[src/rtl/lcd_read_fsm_if.sv]
// Bus bundle between a read requester and the HD44780 4-bit read engine,
// carrying both the request/response handshake and the LCD pin-side lines.
interface lcd_read_fsm_if;
    // Request/response: start is a one-cycle (or held) request sampled only
    // while idle; rd_valid is a one-cycle strobe qualifying rd_data and
    // poll_timeout; busy is high from accept until the engine is idle again.
    logic       start;
    logic       rs_sel;
    logic       busy;
    logic [7:0] rd_data;
    logic       rd_valid;
    logic       poll_timeout;
    logic [3:0] SF_D_in;
    logic       LCD_E;
    logic       LCD_RS;
    logic       LCD_RW;
    logic       bus_req;

    modport master (
        output start, rs_sel, SF_D_in,
        input  busy, rd_data, rd_valid, poll_timeout,
        input  LCD_E, LCD_RS, LCD_RW, bus_req
    );

    modport slave (
        input  start, rs_sel, SF_D_in,
        output busy, rd_data, rd_valid, poll_timeout,
        output LCD_E, LCD_RS, LCD_RW, bus_req
    );
endinterface

[src/rtl/lcd_read_fsm.sv]
// HD44780 4-bit read engine: one byte as two E-pulsed nibble reads, high first.
// Optional busy-flag re-polling is enabled with the LCD_BUSY_POLL_EN macro.
module lcd_read_fsm #(
    parameter int SETUP_CYC      = 2,
    parameter int E_HIGH_CYC     = 12,
    parameter int HOLD_CYC       = 1,
    parameter int NIBBLE_GAP_CYC = 50,
    parameter int POLL_MAX       = 255
) (
    input  logic          clk,
    input  logic          reset,
    lcd_read_fsm_if.slave bus,
    output logic [3:0]    dbg_state
);

    typedef enum logic [3:0] {
        IDLE, SETUP_HI, E_HI, HOLD_HI, GAP,
        SETUP_LO, E_LO, HOLD_LO, DONE, POLL_WAIT
    } state_t;

    // The poll counter is 8 bits wide, so the re-read limit must fit in it.
    if (POLL_MAX < 1 || POLL_MAX > 255) begin : g_poll_max_range
        $error("POLL_MAX must be in 1..255");
    end

    state_t      state;
    logic [11:0] cnt;
    logic [11:0] limit;
    logic        step_done;
    logic        rs_lat;
    logic        active;
    logic [7:0]  rd_data;

`ifdef LCD_BUSY_POLL_EN
    logic [7:0]  poll_cnt;
    logic        poll_to;
`endif

    always_comb begin
        limit = 12'd1;
        case (state)
            SETUP_HI, SETUP_LO: limit = 12'(SETUP_CYC);
            E_HI, E_LO:         limit = 12'(E_HIGH_CYC);
            HOLD_HI, HOLD_LO:   limit = 12'(HOLD_CYC);
            GAP, POLL_WAIT:     limit = 12'(NIBBLE_GAP_CYC);
            default:            limit = 12'd1;
        endcase
    end

    assign step_done = (cnt == limit - 12'd1);

    always_ff @(posedge clk) begin
        if (reset) begin
            state   <= IDLE;
            cnt     <= 12'd0;
            rs_lat  <= 1'b0;
            rd_data <= 8'h00;
`ifdef LCD_BUSY_POLL_EN
            poll_cnt <= 8'd0;
            poll_to  <= 1'b0;
`endif
        end else begin
            case (state)
                IDLE: begin
                    if (bus.start) begin
                        state  <= SETUP_HI;
                        cnt    <= 12'd0;
                        rs_lat <= bus.rs_sel;
`ifdef LCD_BUSY_POLL_EN
                        poll_cnt <= 8'd0;
                        poll_to  <= 1'b0;
`endif
                    end
                end
                DONE: begin
                    state <= IDLE;
                    cnt   <= 12'd0;
                end
                default: begin
                    if (!step_done) begin
                        cnt <= cnt + 12'd1;
                    end else begin
                        cnt <= 12'd0;
                        case (state)
                            SETUP_HI: state <= E_HI;
                            E_HI: begin
                                // Sample on the final E-high cycle so the
                                // LCD's output delay has fully elapsed.
                                state        <= HOLD_HI;
                                rd_data[7:4] <= bus.SF_D_in;
                            end
                            HOLD_HI:  state <= GAP;
                            GAP:      state <= SETUP_LO;
                            SETUP_LO: state <= E_LO;
                            E_LO: begin
                                state        <= HOLD_LO;
                                rd_data[3:0] <= bus.SF_D_in;
                            end
                            HOLD_LO: begin
`ifdef LCD_BUSY_POLL_EN
                                // BF (bit 7) set on a status read: wait a gap
                                // and re-read, until the re-read budget runs out.
                                if (!rs_lat && rd_data[7]) begin
                                    if (poll_cnt < 8'(POLL_MAX)) begin
                                        state    <= POLL_WAIT;
                                        poll_cnt <= poll_cnt + 8'd1;
                                    end else begin
                                        state   <= DONE;
                                        poll_to <= 1'b1;
                                    end
                                end else begin
                                    state <= DONE;
                                end
`else
                                state <= DONE;
`endif
                            end
                            POLL_WAIT: state <= SETUP_HI;
                            default:   state <= IDLE;
                        endcase
                    end
                end
            endcase
        end
    end

    // Moore outputs straight from the registered state: no extra latency.
    assign active       = (state != IDLE) && (state != DONE);
    assign bus.LCD_E    = (state == E_HI) || (state == E_LO);
    assign bus.LCD_RW   = active;
    assign bus.LCD_RS   = active && rs_lat;
    assign bus.bus_req  = active;
    assign bus.busy     = (state != IDLE);
    assign bus.rd_valid = (state == DONE);
    assign bus.rd_data  = rd_data;
    assign dbg_state    = state;

`ifdef LCD_BUSY_POLL_EN
    assign bus.poll_timeout = poll_to;
`else
    assign bus.poll_timeout = 1'b0;
`endif

endmodule

[src/flat_wrapper.sv]
// flat-port wrapper written by rule: the top's interface ports become plain ports
module lcd_read_fsm_flat 
#(
    parameter int SETUP_CYC      = 2,
    parameter int E_HIGH_CYC     = 12,
    parameter int HOLD_CYC       = 1,
    parameter int NIBBLE_GAP_CYC = 50,
    parameter int POLL_MAX       = 255
)
  (clk, reset, dbg_state, bus_start, bus_rs_sel, bus_SF_D_in, bus_busy, bus_rd_data, bus_rd_valid, bus_poll_timeout, bus_LCD_E, bus_LCD_RS, bus_LCD_RW, bus_bus_req);
  lcd_read_fsm_if bus_i ();
  input  logic clk;
  input  logic reset;
  output logic [3:0] dbg_state;
  input wire logic [$bits(bus_i.start)-1:0] bus_start;
  input wire logic [$bits(bus_i.rs_sel)-1:0] bus_rs_sel;
  input wire logic [$bits(bus_i.SF_D_in)-1:0] bus_SF_D_in;
  output wire logic [$bits(bus_i.busy)-1:0] bus_busy;
  output wire logic [$bits(bus_i.rd_data)-1:0] bus_rd_data;
  output wire logic [$bits(bus_i.rd_valid)-1:0] bus_rd_valid;
  output wire logic [$bits(bus_i.poll_timeout)-1:0] bus_poll_timeout;
  output wire logic [$bits(bus_i.LCD_E)-1:0] bus_LCD_E;
  output wire logic [$bits(bus_i.LCD_RS)-1:0] bus_LCD_RS;
  output wire logic [$bits(bus_i.LCD_RW)-1:0] bus_LCD_RW;
  output wire logic [$bits(bus_i.bus_req)-1:0] bus_bus_req;
  assign bus_i.start = bus_start;
  assign bus_i.rs_sel = bus_rs_sel;
  assign bus_i.SF_D_in = bus_SF_D_in;
  assign bus_busy = bus_i.busy;
  assign bus_rd_data = bus_i.rd_data;
  assign bus_rd_valid = bus_i.rd_valid;
  assign bus_poll_timeout = bus_i.poll_timeout;
  assign bus_LCD_E = bus_i.LCD_E;
  assign bus_LCD_RS = bus_i.LCD_RS;
  assign bus_LCD_RW = bus_i.LCD_RW;
  assign bus_bus_req = bus_i.bus_req;
  lcd_read_fsm #(.SETUP_CYC(SETUP_CYC), .E_HIGH_CYC(E_HIGH_CYC), .HOLD_CYC(HOLD_CYC), .NIBBLE_GAP_CYC(NIBBLE_GAP_CYC), .POLL_MAX(POLL_MAX)) u_core (.clk(clk), .reset(reset), .bus(bus_i), .dbg_state(dbg_state));
endmodule
[config.mk]
export PLATFORM = sky130hd
export DESIGN_NAME = lcd_read_fsm_flat
export DESIGN_NICKNAME = d
export VERILOG_FILES = /design/src/rtl/lcd_read_fsm_if.sv /design/src/rtl/lcd_read_fsm.sv /design/src/flat_wrapper.sv
export SDC_FILE = /design/constraint.sdc
export NUM_CORES = 1
export LEC_CHECK = 0
export CAP_MARGIN = 10
export CORE_MARGIN = 2
export CORE_UTILIZATION = 45
export DETAILED_ROUTE_END_ITERATION = 6
export HOLD_SLACK_MARGIN = 0.15
export MAX_ROUTING_LAYER = met4
export PLACE_DENSITY = 0.79
export SYNTH_ARGS = -nofsm -noshare
export SYNTH_HDL_FRONTEND = slang
export SYNTH_SLANG_ARGS = --single-unit
[constraint.sdc]
create_clock -name clk -period 5.7 [get_ports clk]
set_input_delay 1.14 -clock clk [delete_from_list [all_inputs] [get_ports clk]]
set_output_delay 1.14 -clock clk [all_outputs]
set_load 0.05 [all_outputs]
After elaboration in Yosys (flattened, before gate mapping)
Memories as Yosys holds them, arrays and structs flattened. A register that Yosys moved wholly into a read port is not among the register bits.
Cells that the tools add are included.
Storage, ports and cells
  logic and storage cells: 41
  latch bits: 0
  flip-flop bits (word level): 25
  ROM bits: 96
  memories kept: 1
  memory bits (writable): 0
Cells by class
  $mul: 0
  shift operators: 0
  $add $sub $neg: 2
  equal/unequal tests: 12
  reductions and logical operators: 11
  bitwise gates (word level): 1
  order comparisons: 0
  divide/modulo/power cells: 0
  muxes and demuxes: 9
Memories
  (no name shown): words 16, bits a word 6, rd ports 1, clocked after Yosys merged registers in 1, write ports 0, RTL line lcd_read_fsm.sv:41  | case (state)
Operators by type and width (count)
  $pmux 4 s8: 1
  $mux 12: 2
  $pmux 12 s2: 1
  $eq 4x3->1 const B: 4
  $mux 4: 4
  $add 12x1->12 const B: 1
  $eq 12x12->1: 1
  $sub 12x1->12 const B: 1
  $eq 4x2->1 const B: 2
  $eq 4x4->1 const B: 2
  $pmux 4 s2: 1
  $reduce_and 3->1: 2
  $eq 4x1->1 const B: 1
  $logic_not 4->1: 1
  $ne 4x4->1 const B: 1
  $reduce_and 2->1: 2
  $reduce_bool 4->1: 1
  $reduce_bool 3->1: 1
  $logic_and 1x1->1: 2
  $ne 2x2->1 const B: 1
  $reduce_or 2->1: 1
  $logic_or 1x1->1: 1
  $not 1->1: 1

Longest topological paths before layout
Gate-level depths: netlist of run 1.
  depth in word-level cells: 6
  gate-level depth with buffers: 14
  gate-level depth less buffers: 14

Worst setup path after synthesis of run 1
No wires, ideal clock.
  path type: reg-to-output
  start: register u_core.state[0] (netlist: u_core.dbg_state[0])
  end: output port bus_rd_valid
  stages on the path, launching flop included: 5
  slack: 2.543 ns
  path buffers: 1
  data arrival time: 2.017 ns
  cell sequence: dfxtp_1 clkbuf_1 nor3_1 inv_1 nor2_1
Between the ends
  longest elaborated chain between the ends: 1
RTL lines
  start, declared: RTL line lcd_read_fsm.sv:26  | state_t state;
  start signal, assigned: RTL line lcd_read_fsm.sv:54  | state <= IDLE;
  start signal, assigned: RTL line lcd_read_fsm.sv:66  | state <= SETUP_HI;
  start signal, assigned: RTL line lcd_read_fsm.sv:76  | state <= IDLE;
  $eq 4x4->1: RTL line lcd_read_fsm.sv:134  | assign bus.rd_valid = (state == DONE);
  end, declared: RTL line flat_wrapper.sv:20  | output wire logic [$bits(bus_i.rd_valid)-1:0] bus_rd_valid;
No other way between the ends.

Final worst setup path of run 1
  start: register u_core.state[3] (netlist: u_core.dbg_state[3])
  end: output port bus_LCD_E
Between the ends
  longest elaborated chain between the ends: 2
RTL lines
  $eq 4x2->1 or $eq 4x3->1 (tied branches): RTL line lcd_read_fsm.sv:129  | assign bus.LCD_E = (state == E_HI) || (state == E_LO);
  $logic_or 1x1->1 *: RTL line lcd_read_fsm.sv:129
  end, declared: RTL line flat_wrapper.sv:22  | output wire logic [$bits(bus_i.LCD_E)-1:0] bus_LCD_E;
Every way passes the cells marked *; elsewhere a longest branch is shown, timed or not.

==> results.txt, run 1 <==
----------------------------------------------------
[Clocking]
  Setup Fix Bufs, Post-CTS ... 0
  Deepest clock path buffer count ... 2
  Clock slew at reported path FFs ... 0.06 ns
  TritonCTS Buffers ... 5
  H-tree lvl count ... 2
  Count of hold-fix buffers inserted at cts ... 0
  CTS Root Cell ... sky130_fd_sc_hd__clkbuf_8
  Total number of clock tree sinks ... 29
  Post-CTS Resized ... 0
  CTS tree ... yes
  Clock Latency Late Sink ... 0.28 ns

[Floorplanning]
  Core Region ... 0.00366 mm2
  Number of top-level pins ... 27
  Die area ... 0.00429 mm2
  Die extent in y ... 65.5 um
  Initial core utilization ... 0.465
  Die Wd ... 65.5 um
  Site row count ... 22

[Detailed routing]
  Total via count in the routed design ... 1444
  DRC violation count after routing ... 0
  Antenna-violating nets left ... 0
  Iter 0 DRT Violations ... 50
  Wire per inst ... 13.1 um
  Number of detailed-routing iterations run before antenna repair ... 4
  Vias/cell ... 5.27
  Detailed Route WL ... 3.60 mm

[Synth]
  Part of the Yosys area used for sequential elements ... 0.341
  #FFs+latches synth ... 29
  Post-Synthesis Cell Area ... 0.00170 mm2
  Cell count after synthesis ... 203
  Distinct cell type count of the synthesized netlist ... 51
  Per-instance average area after synthesis ... 8.39 um2
  Async set-reset flop share out of synthesis ... 0
  Top_reg_cell synth ... sky130_fd_sc_hd__dfxtp_1
  Number of synthesis warnings ... 0
  EDFF count, synth ... 0
  Synth Net Count ... 217

[Placement]
  Cell count after placement ... 266
  Number of input and output port buffers inserted ... 25
  Final HPWL from detailed placement ... 2.71 mm
  Routability-driven placement congestion ratio ... 0.869

[Global routing]
  First-pass GRT wire length ... 6.02 mm
  Number of antenna violations at the first check in global routing ... 0
  Sum of overflow across all layers after global routing ... 0
  Combined global-route utilization of all metal layers ... 0.193
  Number of global-route vias before repair ... 1315
  Maximum number of pins on one net before global-route repair ... 20

[Critical path]
  Kind of capture point of the worst setup path ... output port
  Worst Path Required ... 4.56 ns
  Count of buffering cells on the critical path with inverters included ... 2
  Slowest Stage Delay on Critical Path ... 0.81 ns
  Series of cell instances along the critical path ... nor2_1, nand2_1, inv_1, clkdlybuf4s50_1
  Type of origin of the critical path ... register
  CP arrival ... 2.16 ns
  Critical path's slowest cell ... sky130_fd_sc_hd__clkdlybuf4s50_1
  Category of cells accounting for the largest share of critical-path delay ... buffers and inverters
  Start-to-end type of the worst setup path ... reg2out
  Crit-path max FO ... 11

[Timing]
  Final slew viol count ... 0
  Relative slew slack ... 0.530
  Highest attainable clock frequency ... 0.303 GHz
  Final count of negative-setup-slack endpoints ... 0
  Period utilisation layout ... 0.578
  Unrepaired setup endpoints after global routing ... false
  Clock Skew ... 0.00685 ns
  Final total negative setup slack ... 0 ns
  Pin slew with the least headroom to its limit ... 0.696 ns
  Final Hold Violating Endpoints ... 0
  Minimum clock period after layout ... 3.30 ns
  Worst hold slack after final layout ... 0.497 ns

[Layout]
  Proportion of layout cells with a drive suffix above 1 ... 0.106
  Antenna diodes ... 0
  Most frequent cells in the layout ... 30 x sky130_fd_sc_hd__nor2_1, 29 x sky130_fd_sc_hd__dfxtp_1, 25 x sky130_fd_sc_hd__clkdlybuf4s50_1
  Post-synthesis to final-layout area growth ... 20.2%
  Most common library cell in the layout ignoring fill and taps ... sky130_fd_sc_hd__nor2_1
  Non-filler instance count after layout ... 274
  Final net count ... 239

[Power and ir drop]
  Worst IR drop on VDD ... 0.274 mV
  Internal Power ... 523 uW
  Power share of the clock group ... 0.164
  Sequential power share ... 0.277
  Sw power ... 471 uW
  Combinational power share ... 0.559
  Power density normalized to cell area ... 486 mW/mm2
  Switching part of the total power ... 0.474
  Leakage component of the power ... 0.786 nW

[Job]
  Max capacitance violation total ... 0

[Hold path]
  Hold WC Path Type ... reg2reg

[Outcome]
  Result of the run ... complete, no violations

----------------------------------------------------
-- registers in the layout (all words and copies together) (netlist names) --
name	flops
u_core.rs_lat	1
u_core.dbg_state	4
u_core.limit	4
u_core.cnt	12
u_core.bus.rd_data	8
-- Yosys cell counts, drive strengths merged, types with 2 or more instances --
| library cell | count | area, um2 |
|---|---|---|
| dfxtp | 29 | 581 |
| a311oi | 2 | 23.8 |
| nor4 | 2 | 18.8 |
| a31oi | 2 | 12.5 |
| nor3b | 2 | 15.0 |
| nor3 | 7 | 46.3 |
| xor2 | 5 | 43.8 |
| mux2i | 13 | 130 |
| xnor2 | 9 | 78.8 |
| nand3 | 4 | 30.0 |
| o21ai | 4 | 20.0 |
| a21oi | 9 | 48.8 |
| inv | 12 | 45.0 |
| clkbuf | 4 | 15.0 |
| nand4 | 2 | 12.5 |
| and3 | 7 | 45.1 |
| buf | 6 | 37.5 |
| or2 | 3 | 18.8 |
| nor2 | 31 | 124 |
| and2 | 2 | 13.8 |
| ha | 6 | 75.1 |
| nor4b | 2 | 17.5 |
| nand2 | 21 | 78.8 |
-- metal layers --
| layer | up-vias | GRT usage | part of all wire | wire length, um |
|---|---|---|---|---|
| met4 | 0 | 0.0859 | 0.021 | 74 |
| met1 | 665 | 0.237 | 0.47 | 1690 |
| met5 | - | - | 0 | 0 |
| met2 | 36 | 0.292 | 0.46 | 1660 |
| met3 | 7 | 0.0616 | 0.048 | 172 |
| li1 | 736 | - | - | - |
-- per-stage QoR --
step	util	instance area, um2	setup slack (ns)	total power, mW
after floorplan	-	1700	2.54	0.719
after global placement	0.536	1960	2.66	0.830
after detailed placement	0.536	1960	2.56	0.834
after CTS	0.559	2050	2.39	1.00
after global routing	0.559	2050	2.23	1.07
final	0.559	2050	2.40	0.994
-- worst register-to-register path, cell delays in order (launching register included) --
cell,delay [ns]
sky130_fd_sc_hd__dfxtp_1,0.41
sky130_fd_sc_hd__inv_1,0.07
sky130_fd_sc_hd__ha_1,0.21
sky130_fd_sc_hd__ha_1,0.18
sky130_fd_sc_hd__ha_1,0.28
sky130_fd_sc_hd__xnor2_1,0.13
sky130_fd_sc_hd__nor4_2,0.34
sky130_fd_sc_hd__nand3_2,0.16
sky130_fd_sc_hd__nor2_4,0.23
sky130_fd_sc_hd__mux2i_1,0.33
sky130_fd_sc_hd__a21oi_2,0.12
sky130_fd_sc_hd__inv_1,0.09
sky130_fd_sc_hd__ha_1,0.22
sky130_fd_sc_hd__a31oi_1,0.15
sky130_fd_sc_hd__a311oi_1,0.06
-- logic make-up (layout without fill, tap and decap cells) --
| group | count (synthesis) | after routing | share of synthesized area |
|---|---|---|---|
| mux | 14 | 14 | 0.0830 |
| buf+inv | 22 | 45 | 0.0573 |
| xor+xnor | 14 | 14 | 0.0720 |
| flops | 29 | 29 | 0.341 |
| fa+ha+maj | 6 | 6 | 0.0441 |
| compound gates | 28 | 28 | 0.128 |
| simple gates | 89 | 89 | 0.273 |
| other cells | 1 | 1 | 0.00220 |
-- path summary, 6_finish.rpt --
path,to,slack (ns),depth (start not counted),from
worst max-delay path,bus_LCD_E,2.40,4,u_core.dbg_state[3]$_SDFFE_PP0N_
worst min-delay path,u_core.bus.rd_data[0]$_SDFFE_PP0P_,0.50,2,u_core.bus.rd_data[0]$_SDFFE_PP0P_
worst max register to register,u_core.limit[0]$_DFF_P_,2.58,14,u_core.limit[0]$_DFF_P_
worst min register to register,u_core.bus.rd_data[0]$_SDFFE_PP0P_,0.50,2,u_core.bus.rd_data[0]$_SDFFE_PP0P_
-- power groups by stage --
| stage | registers (mW) | clock network (mW) | logic [mW] |
|---|---|---|---|
| detailed placement | 0.279 | 0 | 0.555 |
| finish | 0.276 | 0.163 | 0.555 |
| global route | 0.280 | 0.180 | 0.606 |
| global placement | 0.280 | 0 | 0.550 |
| CTS | 0.275 | 0.168 | 0.557 |
| floorplan | 0.285 | 0 | 0.434 |
-- final cells by class --
cell class                 count  area [um2]
tap                           48        60.1
clock buffer                   5        68.8
multi-input combinational    152        1020
clock inverter                 3        17.5
inverter                      12        45.0
sequential                    29         581
timing repair buffer          25         250
fill                         325        1610
(Power assumes the default switching activity.)
==> inputs of run 2 (changes only) <==
==> constraint.sdc (replaced) <==
create_clock -name clk -period 3.2 [get_ports clk]
set_input_delay 0.64 -clock clk [delete_from_list [all_inputs] [get_ports clk]]
set_output_delay 0.64 -clock clk [all_outputs]
set_load 0.05 [all_outputs]
==> run 2 against run 1 <==
Effect of this change: flip-flop and latch count did not move; combinational power is 89% higher; first-iteration DRC count rose by 24%; largest cell class unchanged; highest routed layer unchanged.
==> results.txt, run 2 (synthesis results as in run 1) <==
----------------------------------------------------
[Power and ir drop]
  Internal Power ... 977 uW (+87%)
  Sw power ... 860 uW (+83%)
  Leakage component of the power ... 0.809 nW (+2.9%)
  Switching part of the total power ... 0.468 (-0.00515)
  Worst IR drop on VDD ... 0.632 mV (+130%)
  Combinational power share ... 0.569 (+0.010)
  Power share of the clock group ... 0.165 (about the same)
  Sequential power share ... 0.265 (-0.012)
  Post-layout total power ... 1.84 mW (+85%)
  Power density normalized to cell area ... 878 mW/mm2 (+81%)

[Timing]
  Pin slew with the least headroom to its limit ... 0.664 ns (-0.0324 ns)
  Period utilisation layout ... 0.925
  Final total negative setup slack ... 0 ns (unchanged)
  Worst hold slack after final layout ... 0.496 ns (-0.000978 ns)
  Minimum clock period after layout ... 2.96 ns
  Clock Skew ... 0.00666 ns (-0.000193 ns)
  Highest attainable clock frequency ... 0.338 GHz
  Final slew viol count ... 0 (unchanged)
  Unrepaired setup endpoints after global routing ... false
  Final Hold Violating Endpoints ... 0 (unchanged)
  Final count of negative-setup-slack endpoints ... 0 (unchanged)
  Relative slew slack ... 0.552 (+0.0219)

[Floorplanning]
  Site row count ... 22 (unchanged)
  Die area ... 0.00429 mm2 (unchanged)
  Initial core utilization ... 0.465 (unchanged)
  Die Wd ... 65.5 um (unchanged)
  Number of top-level pins ... 27 (unchanged)
  Core Region ... 0.00366 mm2 (unchanged)
  Die extent in y ... 65.5 um (unchanged)

[Clocking]
  Post-CTS Resized ... 0 (unchanged)
  Clock Latency Late Sink ... 0.28 ns (about the same)
  Deepest clock path buffer count ... 2 (unchanged)
  Setup Fix Bufs, Post-CTS ... 0 (unchanged)
  CTS Root Cell ... sky130_fd_sc_hd__clkbuf_8
  TritonCTS Buffers ... 5 (unchanged)
  Total number of clock tree sinks ... 29 (unchanged)
  H-tree lvl count ... 2 (unchanged)
  Count of hold-fix buffers inserted at cts ... 0 (unchanged)
  Clock slew at reported path FFs ... 0.06 ns (about the same)
  CTS tree ... yes

[Layout]
  Sequential Area ... 582 um2 (+0.22%)
  Antenna diodes ... 0 (unchanged)
  Proportion of layout cells with a drive suffix above 1 ... 0.131 (+0.0248)
  Most common library cell in the layout ignoring fill and taps ... sky130_fd_sc_hd__nor2_1
  Post-synthesis to final-layout area growth ... 22.9%
  Most frequent cells in the layout ... 30 x sky130_fd_sc_hd__nor2_1, 28 x sky130_fd_sc_hd__dfxtp_1, 25 x sky130_fd_sc_hd__clkdlybuf4s50_1
  Register with the highest flop count ... u_core.cnt
  Flip-flop count of the largest register, all copies and words added ... 12 (unchanged)
  Filler cell count ... 323 (-0.62%)
  Non-filler instance count after layout ... 277 (+1.1%)
  Footprint of the multi-input gates ... 0.00104 mm2 (+1.5%)
  Final net count ... 243 (+1.7%)
  Leading registers by flop count ... u_core.cnt: 12 flops, u_core.bus.rd_data: 8 flops

[Global routing]
  Global route hottest layer ... met2
  Met3 layer usage reported by global route ... 0.0582 (-0.00342)
  Sum of overflow across all layers after global routing ... 0 (unchanged)
  Number of global-route vias before repair ... 1316 (+0.076%)
  First-pass GRT wire length ... 6.12 mm (+1.7%)
  Met1 routing resource usage after global routing ... 0.246 (+0.00909)
  Combined global-route utilization of all metal layers ... 0.193 (-0.000516)
  Maximum number of pins on one net before global-route repair ... 13 (-35%)
  Number of antenna violations at the first check in global routing ... 0 (unchanged)
  Fraction of met2 tracks used by global routing ... 0.284 (-0.00765)

[Critical path]
  Count of buffering cells on the critical path with inverters included ... 2 (unchanged)
  Kind of capture point of the worst setup path ... register
  Slowest Stage Delay on Critical Path ... 0.40 ns (-0.41 ns)
  Category of cells accounting for the largest share of critical-path delay ... adder cells
  Cell type with the highest occurrence count on the critical path ... sky130_fd_sc_hd__ha_1
  CP arrival ... 3.11 ns (+0.95 ns)
  Crit-path max FO ... 5 (-6)
  Worst Path Required ... 3.35 ns (-1.21 ns)
  Series of cell instances along the critical path ... inv_1, ha_1, ha_1, ha_1, xor2_1, nor4_2, nand3_2, nor2_4, mux2i_2, a21oi_2, inv_1, ha_1, a31oi_1, a311oi_1
  Critical path's slowest cell ... sky130_fd_sc_hd__dfxtp_1
  Start-to-end type of the worst setup path ... reg2reg
  Type of origin of the critical path ... register

[Detailed routing]
  Antenna-violating nets left ... 0 (unchanged)
  Detailed Route WL ... 3.77 mm (+4.7%)
  Wire per inst ... 13.6 um (+3.6%)
  DRC violation count after routing ... 0 (unchanged)
  Vias/cell ... 5.37 (+1.9%)
  Number of detailed-routing iterations run before antenna repair ... 4 (unchanged)
  Iter 0 DRT Violations ... 62 (+24%)
  Total via count in the routed design ... 1488 (+3.0%)

[Placement]
  Cell count after placement ... 270 (+1.5%)
  Final HPWL from detailed placement ... 2.75 mm (+1.4%)
  Number of input and output port buffers inserted ... 25 (unchanged)
  Routability-driven placement congestion ratio ... 0.883 (+1.6%)

[Job]
  Max capacitance violation total ... 0 (unchanged)

[Outcome]
  Result of the run ... complete, no violations

[Hold path]
  Hold WC Path Type ... reg2reg

----------------------------------------------------
## run 2: cell count changes in the layout (fill, tap and decap cells not counted), sizes merged
cell / previous run / this run
clkbuf: 5 / 7
clkinvlp: 1 / 0
buf: 0 / 4
clkinv: 2 / 0
## run 2: routing by layer
metal  vias up  wire length [um]
met3         7               263
met1       693              1750
li1        740                 -
met4         0                58
met2        48              1690
met5         -                 0
## run 2: stage by stage
stage	setup WS, ns	utilization	area (um2)
after floorplan	0.341	-	1700
final	0.241	0.572	2090
after CTS	0.0879	0.567	2080
after global routing	0.0660	0.572	2090
after detailed placement	0.113	0.544	1990
after global placement	0.273	0.544	1990
## run 2: worst reg2reg max path: cells and delay by family (launching register included)
kind            cells  cell delay (ns)
fa+ha+maj           4             0.79
simple gates        3             0.71
flops               1             0.40
compound gates      3             0.33
mux                 1             0.29
buf+inv             2             0.15
xor+xnor            1             0.15
## run 2: path summary, 6_finish.rpt
check,start,to,cells past startpoint,slack [ns]
worst max-delay path,u_core.limit[1]$_DFF_P_,u_core.limit[0]$_DFF_P_,14,0.24
worst min-delay path,u_core.bus.rd_data[4]$_SDFFE_PP0P_,u_core.bus.rd_data[4]$_SDFFE_PP0P_,2,0.50
worst max register to register,u_core.limit[1]$_DFF_P_,u_core.limit[0]$_DFF_P_,14,0.24
worst min register to register,u_core.bus.rd_data[4]$_SDFFE_PP0P_,u_core.bus.rd_data[4]$_SDFFE_PP0P_,2,0.50
## run 2: cell type report
class                           count  share of cell area
Clock buffer                        7              0.0412
Inverter                           12              0.0215
Multi-Input combinational cell    152               0.497
Sequential cell                    29               0.278
Tap cell                           48              0.0287
Timing Repair Buffer               29               0.134
## run 2: power groups by stage
stage / logic, mW / registers, mW / clock network, mW
2_1_floorplan: 0.774 / 0.507 / 0
3_3_place_gp: 1.01 / 0.487 / 0
3_5_place_dp: 1.02 / 0.490 / 0
4_1_cts: 1.03 / 0.482 / 0.311
5_1_grt: 1.13 / 0.497 / 0.327
6_report: 1.05 / 0.488 / 0.304
